File: config.mk
export PLATFORM = sky130hd
export DESIGN_NAME = beamscaler_readout
export DESIGN_NICKNAME = d
export VERILOG_FILES = /design/src/rtl/beamscaler_pkg.sv /design/src/rtl/bsr_sync_fifo.sv /design/src/rtl/beamscaler_readout.sv
export SDC_FILE = /design/constraint.sdc
export NUM_CORES = 1
export LEC_CHECK = 0
export BUFFER_PORTS_ARGS = -buffer_cell sky130_fd_sc_hd__buf_2
export CAP_MARGIN = 40
export CORE_MARGIN = 5
export CORE_UTILIZATION = 52
export CTS_CLUSTER_SIZE = 12
export DETAILED_ROUTE_END_ITERATION = 8
export PLACE_DENSITY = 0.77
export SYNTH_ARGS = -nofsm -noshare
export SYNTH_HDL_FRONTEND = slang
export SYNTH_HIERARCHICAL = 1
export SYNTH_SLANG_ARGS = --single-unit
File: constraint.sdc
create_clock -name wb_clk_i -period 3.66 [get_ports wb_clk_i]
set_input_delay 0.549 -clock wb_clk_i [delete_from_list [all_inputs] [get_ports wb_clk_i]]
set_output_delay 0.549 -clock wb_clk_i [all_outputs]
set_load 0.005 [all_outputs]
File: src/rtl/beamscaler_pkg.sv
// beamscaler_pkg: shared constants, FSM state type and sizing helper for the beam-scaler readout
package beamscaler_pkg;
    localparam logic [7:0] BSR_HDR_MAGIC   = 8'hBC;
    localparam logic [7:0] BSR_SUBTHR_BASE = 8'h80;
    typedef enum logic [2:0] {S_IDLE, S_SETTLE, S_READ_LO, S_READ_HI, S_DRAIN} bsr_state_t;
    function automatic int bsr_nwords(input int nbeams);
        return (nbeams + 1) / 2;
    endfunction
endpackage

File: src/rtl/bsr_sync_fifo.sv
// bsr_sync_fifo: show-ahead synchronous FIFO with occupancy count; output reads zero while empty
module bsr_sync_fifo #(
    parameter int DEPTH = 4,
    parameter int W     = 33
) (
    input  logic                       clk_i,
    input  logic                       rst_i,
    input  logic                       push_i,
    input  logic [W-1:0]               din_i,
    input  logic                       pop_i,
    output logic [W-1:0]               dout_o,
    output logic [$clog2(DEPTH):0]     count_o
);
    localparam int AW = $clog2(DEPTH);
    localparam logic [AW:0] FULL = (AW+1)'(DEPTH);
    logic [W-1:0]  mem_q [DEPTH];
    logic [AW-1:0] wr_q, rd_q;
    logic [AW:0]   cnt_q;
    logic          do_push, do_pop;
    assign do_pop  = pop_i && cnt_q != '0;
    assign do_push = push_i && (cnt_q != FULL || do_pop);
    always_ff @(posedge clk_i) begin
        if (rst_i) begin
            wr_q  <= '0;
            rd_q  <= '0;
            cnt_q <= '0;
        end else begin
            if (do_push) begin
                mem_q[wr_q] <= din_i;
                wr_q        <= wr_q + 1'b1;
            end
            if (do_pop) rd_q <= rd_q + 1'b1;
            cnt_q <= cnt_q + {{AW{1'b0}}, do_push} - {{AW{1'b0}}, do_pop};
        end
    end
    assign dout_o  = cnt_q == '0 ? '0 : mem_q[rd_q];
    assign count_o = cnt_q;
endmodule

File: src/rtl/beamscaler_readout.sv
// beamscaler_readout: per-update AXI4-Stream frame reader for the double-banked beam-scaler RAM
// Optional header word (seq/overrun) enabled by BEAMSCALER_READOUT_HEADER_EN.
module beamscaler_readout
    import beamscaler_pkg::*;
#(
    parameter int NBEAMS     = 2,
    parameter int SETTLE     = 3,
    parameter int FIFO_DEPTH = 4
) (
    input  logic        wb_clk_i,
    input  logic        wb_rst_i,
    input  logic        done_i,
    output logic        scal_rd_o,
    output logic [7:0]  scal_adr_o,
    input  logic [31:0] scal_dat_i,
    output logic [31:0] m_axis_tdata,
    output logic        m_axis_tvalid,
    input  logic        m_axis_tready,
    output logic        m_axis_tlast,
    output logic        busy_o
);
    localparam int NWORDS = bsr_nwords(NBEAMS);
    localparam int CW = $clog2(FIFO_DEPTH) + 1;
    localparam logic [7:0] LAST_W = 8'(NWORDS - 1);
    localparam logic [CW:0] DEPTH_C = (CW+1)'(FIFO_DEPTH);
    bsr_state_t  state_q, state_d;
    logic [3:0]  settle_q, settle_d;
    logic [7:0]  word_q, word_d;
    logic        rd1_q, rd2_q, last1_q, last2_q;
    logic [CW-1:0] fifo_cnt;
    logic [1:0]  inflight;
    logic        credit, reading, last_rd, hdr_push;
    logic [31:0] hdr_dat;
    logic [32:0] fifo_dout;
`ifdef BEAMSCALER_READOUT_HEADER_EN
    logic [15:0] seq_q, seq_d;
    logic [7:0]  ovr_q, ovr_d;
    always_comb begin
        seq_d = (done_i && state_q == S_IDLE) ? seq_q + 16'd1 : seq_q;
        ovr_d = (done_i && state_q != S_IDLE && ovr_q != 8'hFF) ? ovr_q + 8'd1 : ovr_q;
    end
    always_ff @(posedge wb_clk_i) begin
        if (wb_rst_i) begin
            seq_q <= '0;
            ovr_q <= '0;
        end else begin
            seq_q <= seq_d;
            ovr_q <= ovr_d;
        end
    end
    assign hdr_push = done_i && state_q == S_IDLE;
    assign hdr_dat  = {BSR_HDR_MAGIC, ovr_q, seq_q + 16'd1};
`else
    assign hdr_push = 1'b0;
    assign hdr_dat  = '0;
`endif
    // Credit covers words already queued plus reads still in the 2-cycle RAM pipe, so the FIFO never overflows.
    assign inflight  = {1'b0, rd1_q} + {1'b0, rd2_q};
    assign credit    = ({1'b0, fifo_cnt} + {{(CW-1){1'b0}}, inflight}) < DEPTH_C;
    assign reading   = state_q == S_READ_LO || state_q == S_READ_HI;
    assign scal_rd_o = reading && credit;
    assign scal_adr_o = state_q == S_READ_HI ? (BSR_SUBTHR_BASE | word_q) : word_q;
    assign last_rd   = scal_rd_o && state_q == S_READ_HI && word_q == LAST_W;
    assign busy_o    = state_q != S_IDLE;
    always_comb begin
        state_d  = state_q;
        settle_d = settle_q;
        word_d   = word_q;
        case (state_q)
            S_IDLE: if (done_i) begin
                state_d  = S_SETTLE;
                settle_d = 4'(SETTLE - 1);
            end
            S_SETTLE: if (settle_q == '0) state_d = S_READ_LO; else settle_d = settle_q - 4'd1;
            S_READ_LO: if (scal_rd_o) begin
                word_d  = word_q == LAST_W ? '0 : word_q + 8'd1;
                state_d = word_q == LAST_W ? S_READ_HI : S_READ_LO;
            end
            S_READ_HI: if (scal_rd_o) begin
                word_d  = word_q == LAST_W ? '0 : word_q + 8'd1;
                state_d = word_q == LAST_W ? S_DRAIN : S_READ_HI;
            end
            S_DRAIN: if (fifo_cnt == '0 && !rd1_q && !rd2_q) state_d = S_IDLE;
            default: state_d = S_IDLE;
        endcase
    end
    always_ff @(posedge wb_clk_i) begin
        if (wb_rst_i) begin
            state_q  <= S_IDLE;
            settle_q <= '0;
            word_q   <= '0;
            rd1_q    <= 1'b0;
            rd2_q    <= 1'b0;
            last1_q  <= 1'b0;
            last2_q  <= 1'b0;
        end else begin
            state_q  <= state_d;
            settle_q <= settle_d;
            word_q   <= word_d;
            rd1_q    <= scal_rd_o;
            rd2_q    <= rd1_q;
            last1_q  <= last_rd;
            last2_q  <= last1_q;
        end
    end
    bsr_sync_fifo #(.DEPTH(FIFO_DEPTH), .W(33)) u_fifo (
        .clk_i   (wb_clk_i),
        .rst_i   (wb_rst_i),
        .push_i  (hdr_push || rd2_q),
        .din_i   (rd2_q ? {last2_q, scal_dat_i} : {1'b0, hdr_dat}),
        .pop_i   (m_axis_tready),
        .dout_o  (fifo_dout),
        .count_o (fifo_cnt)
    );
    assign m_axis_tvalid = fifo_cnt != '0;
    assign m_axis_tdata  = fifo_dout[31:0];
    assign m_axis_tlast  = fifo_dout[32];
endmodule

==> results by group <==
Synth
  • Sequential fraction of the synthesis area: 66.7%
  • Syn_nets: ~460
  • Most frequent cells after synthesis: edfxtp_1, nor2b_1, mux4_2, and2_1, dfxtp_1
  • Number of synthesized flops with an enable pin: about 130
  • Yosys warnings: 6
  • Synth area leader: edfxtp_1
  • Cells after Synth: 411
  • Top FF cell, synth: edfxtp_1
  • Cell Area, Synth: roughly 6800 µm²
  • Async S/R FF share, synth: 0%
  • Mean Syn Cell Area: between 15 and 20 µm²
  • Netlist cell types: 54
  • Post-synth top area share: roughly 58%
  • Seq cells post-synth: 160
  • Most frequent cell after synthesis: edfxtp_1
  • Area contributors post-synth: edfxtp_1, mux4_2, dfxtp_1

Route
  • Routed Antenna Nets: 0
  • # DRC: 0
  • Vias/cell: 5.33
  • First drt pass iteration count: 4
  • WL final: around 12000 µm
  • Vias: between 3000 and 4000
  • DR iter-0 viols: around 180
  • WL/cell: between 15 and 20 µm

Layout
  • Layout cells sized above 1: 34.5%
  • Final core utilization: 62.1%
  • Nets@finish: ~540
  • N_diodes: 0
  • Area Overhead vs Synth: 16.4%

Placement
  • Post-DP HPWL: between 7000 and 8000 µm
  • Number of port buffers: 79
  • Routability Congestion: ~0.80
  • Setup slack after placement: roughly 1.1 ns

Setup path
  • Worst-path cell chain: buf_4 -> mux4_2 -> nor2b_1 -> buf_2
  • Kind of critical path: reg -> out
  • Crit-path max FO: 18
  • CP top delay family: flip-flops
  • Crit path largest cell delay: approximately 0.74 ns
  • CP max stage cell: dfxtp_2
  • Worst setup SP type: register
  • Bufs and invs on worst path: 2
  • Worst Setup End Kind: primary output
  • CP required: just over 3 ns
  • CP arrival: approximately 2.3 ns

Global routing
  • Largest net degree at the start of global routing: 37
  • Initial antenna violation count: 1
  • GR Layer Usage met1: roughly 20%
  • Global route total overflow: 0
  • GRT Overall Usage: ~17%
  • Met3 GRT Util: 4.93%
  • Vias in the first global route: ~4000
  • First-pass GRT wire length: ~21000 µm
  • Most crowded layer after global routing: met2
  • Met2 Usage GRT: 29.0%

Clocking
  • CTS tree: built
  • Post-CTS Setup Repair Bufs: 0
  • CTS buffer count: 17
  • Clock Path Buffers: 2
  • Clock slew at reported path FFs: about 0.060 ns
  • Post-cts sizing count: 0
  • Worst-Skew Late Latency: around 0.42 ns
  • CTS root buf: clkbuf_16
  • H-Tree Depth: 4
  • Clock Sink Count: 160
  • # hold bufs at CTS: 0

Power
  • Power per Cell Area: between 600 and 700 nW/µm²
  • Reg power frac: 42.5%
  • Int Pwr: 3.73 mW
  • NetSw: around 1.5 mW
  • Power share of the combinational group: ~25%
  • Design Power: 5.21 mW
  • Peak supply drop: slightly below 0.0004 V
  • P_leak: around 2.6 nW
  • Sw frac: between 20 and 30%
  • Clock network power share: between 30% and 40%

Floorplan
  • Die area: approximately 15000 µm²
  • Initial Utilization: 53.3%
  • Die height: 124 µm
  • Io pins: 80
  • Core ar.: 12700 µm²
  • Die span in x: between 100 and 150 µm
  • # rows: 41

Outcome
  • Status: complete, no violations

STA
  • Layout Skew: 0.00539 ns
  • Hold Fails Final Rpt: 0
  • Final WS setup: 0.782 ns
  • RSZ-0062 raised after global routing: false
  • Setup violations, final: 0
  • Tightest Pin Transition: 0.875 ns
  • Fmax: 0.348 GHz
  • Tmin final: about 2.9 ns
  • Slew Viols, Final: 0
  • Period utilization: slightly below 80%
  • Relative slew margins: 41.5%

Worst hold path
  • Hold crit path type: reg -> reg

Job
  • Max Cap Viol: 0
==> kinds of logic after synthesis <==
kind of cell	after synthesis	synth area share, %
adders and majority gates	11	2.14
buffers and inverters	37	3.12
AOI/OAI and AO/OA	32	3.96
DFF	160	66.7
muxes	37	11.6
xor gates and xnor gates	9	1.16
and+or+nand+nor	125	11.3
==> state kept, by name, indices dropped and copies added (netlist names), named ones only <==
register,flops
last2_q,1
word_q,8
state_q,3
last1_q,1
rd1_q,1
u_fifo/mem_q,132
u_fifo/count_o,3
u_fifo/rd_q,2
settle_q,4
u_fifo/wr_q,2
rd2_q,1
==> routing by layer <==
metal  part of all wire (%)  routed length [µm]
met1                     42                5140
met2                     51                6260
met3                    4.8                 592
met4                    1.9                 230
met5                  0.057                   7
==> cells in the final DEF (no fill, tap or decap), types with 6 or more instances in the layout <==
cell type,netlist,final
a21oi_1,6,6
and2_1,31,31
buf_2,4,79
buf_4,8,8
clkbuf_16,0,17
dfxtp_1,28,26
edfxtp_1,132,132
ha_1,10,10
inv_1,10,10
mux4_2,33,33
nand2_1,6,6
nor2_1,17,17
nor2b_1,36,36
or3_1,7,7
==> metrics by stage <==
step                      cells  hold WS [ns]  setup TNS, ns  area (µm²)
after global placement      644         0.416              0        7320
after floorplan             411         0.414          -5.72        6790
final                       677         0.452              0        7900
after global routing        677         0.473              0        7900
after detailed placement    645         0.447              0        7330
after CTS                   677         0.455              0        7900
==> layout make-up <==
class	count	area [µm²]
fill	962	4820
sequential	160	4530
multi-input combinational	214	2080
timing repair buffer	88	467
clock buffer	19	433
tap	172	215
clock inverter	13	140
inverter	11	41.3
==> power by group through the flow <==
| stage | sequential [mW] | combinational (mW) | clock [mW] |
|---|---|---|---|
| after global routing | 2.24 | 1.46 | 1.81 |
| after CTS | 2.22 | 1.34 | 1.71 |
| after floorplan | 2.14 | 0.994 | 0 |
| after detailed placement | 2.26 | 1.33 | 0 |
| after global placement | 2.25 | 1.30 | 0 |
| final | 2.21 | 1.32 | 1.68 |
==> final timing paths <==
check | startpoint | to | slack (ns) | depth (start not counted)
hold / removal | last1_q$_SDFF_PP0_ | last2_q$_SDFF_PP0_ | 0.45 | 1
setup reg to reg | u_fifo/count_o[1]$_SDFF_PP0_ | u_fifo/mem_q[3][6]$_DFFE_PP_ | 1.17 | 4
hold reg to reg | last1_q$_SDFF_PP0_ | last2_q$_SDFF_PP0_ | 0.45 | 1
setup / recovery | register | m_axis_tdata[30] | 0.78 | 4
(Power assumes the default switching activity.)
